**src/rtl/seq_dec_pkg.sv**
```systemverilog
// Shared types and helpers for the sequenced one-hot select generator.
package seq_dec_pkg;

  typedef enum logic [1:0] {
    S_IDLE  = 2'd0,
    S_DRIVE = 2'd1,
    S_GAP   = 2'd2
  } seq_dec_state_t;

  localparam int unsigned SEQ_DEC_MAX_NOUT = 64;

  // One-hot of addr over nout lines; all-zero when addr is out of range.
  function automatic logic [SEQ_DEC_MAX_NOUT-1:0] onehot(input int unsigned addr,
                                                         input int unsigned nout);
    logic [SEQ_DEC_MAX_NOUT-1:0] v;
    v = '0;
    if ((addr < nout) && (addr < SEQ_DEC_MAX_NOUT)) v = 64'd1 << addr;
    return v;
  endfunction

endpackage

```
**src/rtl/onehot_dec.sv**
```systemverilog
// Combinational address to one-hot decoder with an in-range flag.
module onehot_dec
  import seq_dec_pkg::*;
#(
  parameter int unsigned AW   = 2,
  parameter int unsigned NOUT = 4
) (
  input  logic [AW-1:0]   i_addr,
  output logic [NOUT-1:0] o_sel,
  output logic            o_in_range
);

  logic [SEQ_DEC_MAX_NOUT-1:0] w_full;

  assign w_full     = onehot(32'(i_addr), NOUT);
  assign o_sel      = w_full[NOUT-1:0];
  assign o_in_range = |w_full;

endmodule

```
**src/rtl/seq_onehot_decoder.sv**
```systemverilog
// Handshaked one-hot select generator: drive one line for len cycles, then a gap.
// Optional feature macro: SEQ_DEC_ERR_EN (out-of-range addr flagged on err instead of driving).
module seq_onehot_decoder
  import seq_dec_pkg::*;
#(
  parameter int unsigned AW         = 2,
  parameter int unsigned NOUT       = 4,
  parameter int unsigned LW         = 4,
  parameter int unsigned GAP_CYCLES = 1
) (
  input  logic            clk,
  input  logic            rst,
  input  logic            en,
  input  logic            req_valid,
  output logic            req_ready,
  input  logic [AW-1:0]   req_addr,
  input  logic [LW-1:0]   req_len,
  output logic [NOUT-1:0] sel,
  output logic            sel_oe,
  output logic            busy,
  output logic            done,
  output logic            err
);

  localparam int unsigned GW = (GAP_CYCLES > 1) ? $clog2(GAP_CYCLES) : 1;

  seq_dec_state_t  r_state, w_state_nxt;
  logic [LW-1:0]   r_cnt, w_cnt_nxt, w_cnt_load;
  logic [GW-1:0]   r_gap, w_gap_nxt;
  logic [NOUT-1:0] r_sel, w_sel_nxt, w_dec_sel, w_sel_load;
  logic            r_sel_oe, w_oe_nxt;
  logic            r_busy, r_done, w_done_nxt, r_err, w_err_nxt;
  logic            w_in_range, w_accept;

  onehot_dec #(.AW(AW), .NOUT(NOUT)) u_dec (
    .i_addr     (req_addr),
    .o_sel      (w_dec_sel),
    .o_in_range (w_in_range)
  );

  assign req_ready  = (r_state == S_IDLE) & en & ~rst;
  assign w_accept   = req_valid & req_ready;
  assign w_cnt_load = (req_len == '0) ? '0 : req_len - LW'(1);
  assign w_sel_load = w_in_range ? w_dec_sel : '0;

  // Next-state and next-output logic
  always_comb begin
    w_state_nxt = r_state;
    w_cnt_nxt   = r_cnt;
    w_gap_nxt   = r_gap;
    w_sel_nxt   = r_sel;
    w_oe_nxt    = r_sel_oe;
    w_done_nxt  = 1'b0;
    w_err_nxt   = 1'b0;
    case (r_state)
      S_IDLE: begin
        w_sel_nxt = '0;
        w_oe_nxt  = 1'b0;
        if (w_accept) begin
`ifdef SEQ_DEC_ERR_EN
          if (!w_in_range) begin
            w_err_nxt = 1'b1;
          end else begin
`else
          begin
`endif
            w_state_nxt = S_DRIVE;
            w_cnt_nxt   = w_cnt_load;
            w_sel_nxt   = w_sel_load;
            w_oe_nxt    = 1'b1;
            w_done_nxt  = (w_cnt_load == '0);
          end
        end
      end
      S_DRIVE: begin
        if (!en) begin
          w_state_nxt = S_IDLE;
          w_sel_nxt   = '0;
          w_oe_nxt    = 1'b0;
        end else if (r_cnt == '0) begin
          w_sel_nxt = '0;
          if (GAP_CYCLES > 0) begin
            w_state_nxt = S_GAP;
            w_gap_nxt   = GW'(GAP_CYCLES - 1);
            w_oe_nxt    = 1'b1;
          end else begin
            w_state_nxt = S_IDLE;
            w_oe_nxt    = 1'b0;
          end
        end else begin
          w_cnt_nxt  = r_cnt - LW'(1);
          w_done_nxt = (r_cnt == LW'(1));
        end
      end
      S_GAP: begin
        w_sel_nxt = '0;
        if (!en || (r_gap == '0)) begin
          w_state_nxt = S_IDLE;
          w_oe_nxt    = 1'b0;
        end else begin
          w_gap_nxt = r_gap - GW'(1);
        end
      end
      default: begin
        w_state_nxt = S_IDLE;
        w_sel_nxt   = '0;
        w_oe_nxt    = 1'b0;
      end
    endcase
  end

  // State and output registers
  always_ff @(posedge clk) begin
    if (rst) begin
      r_state  <= S_IDLE;
      r_cnt    <= '0;
      r_gap    <= '0;
      r_sel    <= '0;
      r_sel_oe <= 1'b0;
      r_busy   <= 1'b0;
      r_done   <= 1'b0;
      r_err    <= 1'b0;
    end else begin
      r_state  <= w_state_nxt;
      r_cnt    <= w_cnt_nxt;
      r_gap    <= w_gap_nxt;
      r_sel    <= w_sel_nxt;
      r_sel_oe <= w_oe_nxt;
      r_busy   <= (w_state_nxt != S_IDLE);
      r_done   <= w_done_nxt;
      r_err    <= w_err_nxt;
    end
  end

  assign sel    = r_sel;
  assign sel_oe = r_sel_oe;
  assign busy   = r_busy;
  assign done   = r_done;
  assign err    = r_err;

endmodule

```
**config.mk**
```make
export PLATFORM = sky130hd
export DESIGN_NAME = seq_onehot_decoder
export DESIGN_NICKNAME = d
export VERILOG_FILES = /design/src/rtl/seq_dec_pkg.sv /design/src/rtl/onehot_dec.sv /design/src/rtl/seq_onehot_decoder.sv
export SDC_FILE = /design/constraint.sdc
export NUM_CORES = 1
export LEC_CHECK = 0
export ABC_AREA = 1
export CORE_MARGIN = 4
export CORE_UTILIZATION = 46
export DETAILED_ROUTE_END_ITERATION = 10
export PLACE_DENSITY = 0.74
export SYNTH_ARGS = -nofsm -noshare
export SYNTH_HDL_FRONTEND = slang
export SYNTH_SLANG_ARGS = --single-unit
```
**constraint.sdc**
```tcl
create_clock -name clk -period 1.67 [get_ports clk]
set_clock_uncertainty 0.2 [all_clocks]
set_input_delay 0.2505 -clock clk [delete_from_list [all_inputs] [get_ports clk]]
set_output_delay 0.2505 -clock clk [all_outputs]
set_load 0.01 [all_outputs]
```
# Word level (Yosys, flattened, before mapping)

Index checks and enable logic that the tools add are counted.

Input bits: 10
Register bits after elaboration: 14

Add/subtract/negate cells: 3
Muxes and demuxes: 28
Shifts and indexed selects: 1
Eq/ne operators: 10
Bitwise gates (word level): 5
Reduce and logical (&&, ||, !) cells: 13

Operator list:

| kind                                                                | number |
|---|---|
| 64-bit OR reduction                                                 | 1 |
| 1-bit by 2-bit left shift with 64-bit output (first input constant) | 1 |
| 4-bit two-way mux                                                   | 8 |
| 4-bit one-hot mux with 2 select lines                               | 2 |
| 4-bit logical NOT                                                   | 3 |
| 2-bit inequality test (second input constant)                       | 6 |
| 1-bit two-way mux                                                   | 10 |
| 2-bit two-way mux                                                   | 4 |
| 4-bit AND reduction                                                 | 2 |
| 4-bit by 1-bit subtractor with 4-bit output (second input constant) | 2 |
| 2-bit one-hot mux with 3 select lines                               | 1 |
| 2-bit nonzero test                                                  | 3 |
| 4-bit by 1-bit == test with 1-bit output (second input constant)    | 1 |
| 1-bit one-hot mux with 2 select lines                               | 2 |
| 1-bit bitwise AND                                                   | 3 |
| 3-bit inequality test (second input constant)                       | 1 |
| 1-bit one-hot mux with 3 select lines                               | 1 |
| 2-bit by 1-bit == test with 1-bit output (second input constant)    | 1 |
| 2-bit == test (second input constant)                               | 1 |
| 2-bit logical NOT                                                   | 1 |
| 1-bit inverter                                                      | 2 |
| 2-bit AND reduction                                                 | 1 |
| 1-bit logical NOT                                                   | 1 |
| 1-bit logical OR                                                    | 1 |
| 1-bit subtractor (second input constant)                            | 1 |

# Depth between registers and ports, before layout

Gate-level depths: netlist of run 1.

Depth in word-level cells: 7
Depth in mapped cells: 8

# Hierarchy

Synthesis of run 1 repeated with hierarchy kept, for this count alone.

Cells, all modules: 116
Area total of the unflattened synthesis: 772.0 sq um

By module, submodules not included:

| module             | instances | area each (sq um) | cells each |
|---|---|---|---|
| seq_onehot_decoder | 1         | 734.5             | 107 |
| onehot_dec         | 1         | 37.5              | 9 |

# Least setup slack after synthesis of run 1

Ideal clock, no wire load.

Path kind: register to register
Start point: register r_cnt[0]
End point: register r_cnt[0]
Stages on the path, launching flop included: 9
Library setup time: 116 ps
Path buffers: 0
Slack: 291 ps
Period minus slack after synthesis: 1,379 ps
Data arrival time: 1,063 ps
Cells stage by stage: dfxtp_1 > inv_1 > ha_1 > nand2_1 > nand2_4 > nand2_4 > inv_4 > nor2_1 > nor2_1

Word-level cells in the longest chain between the ends: 4
Elaborated cells on any way between the ends: 7
Those cells by class: 1 x add/sub; 1 x eq/ne; 3 x mux; 2 x reduce/logical

Ends and longest elaborated chain:

| what                                        | RTL line                  | text |
|---|---|---|
| start: declaration                          | seq_onehot_decoder.sv:28  | `logic [LW-1:0] r_cnt, w_cnt_nxt, w_cnt_load;` |
| start signal: assignment                    | seq_onehot_decoder.sv:125 | `r_cnt <= w_cnt_nxt;` |
| 4-bit by 1-bit subtractor with 4-bit output | seq_onehot_decoder.sv:91  | `w_cnt_nxt = r_cnt - LW'(1);` |
| 4-bit two-way mux                           | seq_onehot_decoder.sv:80  | `end else if (r_cnt == '0) begin` |
| 4-bit two-way mux                           | seq_onehot_decoder.sv:76  | `if (!en) begin` |
| 4-bit one-hot mux with 2 select lines       | seq_onehot_decoder.sv:55  | `case (r_state)` |

Parallel ways exist; a longest one is shown, timed or not. The select of a mux whose other input is x is not followed.
A chain may end at the register's enable or synchronous reset.

# Final worst setup path of run 1

Start point: input en
End point: output req_ready

Word-level cells in the longest chain between the ends: 2

Ends and longest elaborated chain:

| what                           | RTL line                 | text |
|---|---|---|
| start: declaration             | seq_onehot_decoder.sv:13 | `input logic en,` |
| 1-bit bitwise AND (2 in a row) | seq_onehot_decoder.sv:41 | `assign req_ready = (r_state == S_IDLE) & en & ~rst;` |
| end: declaration               | seq_onehot_decoder.sv:15 | `output logic req_ready,` |

Every way passes these cells.

==> impl_results.md, run 1 <==
- CTS Sinks: 14
- H-tree Lvls: 1
- Setup TNS: 0 ns
- Pre-CTS setup slack: -0.355 ns
- Drt via density: about 5.0
- # DRC: 0
- Rows: 14
- Synth area leader: dfxtp_1
- Die H: about 48 um
- Antenna violations before repair: 0
- Number of global-route vias before repair: 687
- DIE WIDTH: a little under 50 um
- Worst path slowest cell: clkdlybuf4s50_1
- Max Root-Sink Buffers: 2
- CTS tree: yes
- Final Cell Area: between 1000 and 1500 sq um
- Inst Count DP: 148
- Synth top area share: between 30% and 40%
- Netlist Area Pre-Place: roughly 750 sq um
- Syn. warnings: 0
- Maximum VDD drop: just under 400 uV
- Critical path launch point type: input port
- IO Port Bufs: 17
- Status: completed
- Worst Path Arrival: between 1 and 1.5 ns
- DP Area: just under 1000 sq um
- TritonCTS Buffers: 3
- Distinct cells, synth: 21
- Largest net degree at the start of global routing: 13
- Syn_area_per_cell: between 6 and 7 sq um
- Critical Path, Cell by Cell: clkdlybuf4s50_1 -> inv_2 -> nor3_4 -> buf_2
- All-Layer GR Usage: 16.2%
- Asr flop ratio synth: 0%
- Routed WL: about 1700 um
- Wire length per cell: ~11 um
- Nets: around 150
- Final setup fails: 0
- CP Capture Type: output port
- Critical Path Fanout Max: 3
- Worst hold slack: around 0.25 ns
- N_diodes: 0
- DR pass1 iterations: 4
- Top_reg_cell synth: dfxtp_1
- GRT overflow: 0
- Root Buffer: clkbuf_4
- PwrDens: between 600 and 700 nW/um^2
- Core Util, Final: around 67%
- Drt initial violations: 8
- Register area share after synthesis: approximately 37%
- Most numerous cell in the Yosys netlist: nand2_1
- Layout area overhead: 36.1%
- Initial Util: 49.3%
- # IOs: 19
- Routability Congestion: 0.838
- Fin cells: between 150 and 200
- CP Buf/Inv Count: 3
- Final Hold Viols: 0
- Core Region: ~1500 sq um
- Clk_lat worst skew: around 0.28 ns
- Vias: 776
- Max-cap violations: 0
- #FFs+latches synth: 14
- Critical path class: input port to output port
- Hold-fix buffers, CTS: 0
- Synth top area cells: dfxtp_1, nand2_1, nor2_1
- Post-route clock period utilization: a little over nine tenths
- Top cells by count, synth: nand2_1, nor2_1, dfxtp_1, inv_1, nand3_1
- Syn_nets: about 130
- Largest stage delay on the critical path: ~0.5 ns
- First-pass GRT wire length: just over 3000 um
- Layout cells sized above 1: 19.3%
- ANT nets after route: 0
- WP data required: around 1.2 ns
- Worst-path clk slew: 0.08 ns
- Die ar.: about 2300 sq um
- RSZ-0062 raised after global routing: false
- Synth Instances: between 100 and 150
- Fmax: roughly 0.62 GHz
- Pwr Total: 0.664 mW
- Worst setup margin: 0.0586 ns
- Fin crit period: between 1.5 and 2 ns
- Leak: approximately 0.48 nW
- CP delay by family, top: buffers and inverters
- Hpwl dp: 1320 um
- Pins Over Slew Limit: 0
- Number of flops mapped to enable cells by yosys: 0
- Hold WC Path Type: flop to flop
-- cell type report --
type / count / area [sq um]
repair buffers: 26 / 231
fillers: 133 / 500
flip-flops and latches: 14 / 280
well taps: 16 / 20.0
inverters: 16 / 62.6
multi-input cells: 81 / 407
clock buffers: 3 / 22.5
-- metal layers --
metal	global-route usage (%)	part of all wire [%]
met5	0	0
met4	5.99	1.1
met3	6.13	5.1
met2	25.0	48
met1	20.3	46
-- power by group --
part | leakage, nW | internal (mW) | switching [mW]
registers | 0.113 | 0.342 | 0.00740
logic | 0.348 | 0.0622 | 0.0666
clock network | 0.0138 | 0.0837 | 0.102
total | 0.475 | 0.488 | 0.176
-- worst register-to-register path, cell delays in order, from the launching register on --
cell	delay, ns
dfxtp_1	0.39
inv_1	0.11
ha_1	0.24
nand2_2	0.11
nand2_4	0.07
inv_2	0.10
nand3_1	0.08
a21oi_1	0.18
-- registers in the layout, summed over array words and instances (netlist names) --
register  count
r_cnt         4
sel           4
r_state       2
busy          1
done          1
r_gap         1
sel_oe        1
-- layout by cell type, fill, tap and decap left out, drive strengths merged --
cell and count:
a21oi 9, conb 1, dlygate4sd2 1, ha 2
o21a 1, nor2 18, nand2 33, o21ai 5
clkbuf 3, nor3 2, nand3 10, clkdlybuf4s50 15
inv 16, buf 10, dfxtp 14
-- final timing paths --
check	start	end	slack, ns	cells past startpoint
max	en	req_ready	0.06	4
min	r_gap	r_gap	0.25	2
max reg2reg	r_cnt[0]	done	0.12	7
min reg2reg	r_gap	r_gap	0.25	2
-- kinds of logic after synthesis --
| group | count (synthesis) | share of synthesized area, % |
|---|---|---|
| compound gates | 15 | 11.3 |
| fa+ha+maj | 2 | 3.33 |
| buf+inv | 18 | 9.82 |
| flops | 14 | 37.3 |
| other cells | 1 | 0.499 |
| simple gates | 63 | 37.8 |
-- what timing repair did --
item,CTS,global route
endpoints found under the setup margin,1,2
setup buffers,5,0
gates resized for setup,5,3
pin swaps,2,1
(Power assumes the default switching activity.)
==> run 2, diff against run 1 <==
TNS_END_PERCENT = 100   (was not set)
==> results of run 2 <==
No change in the layout: final DEF, timing and power equal those of run 1.
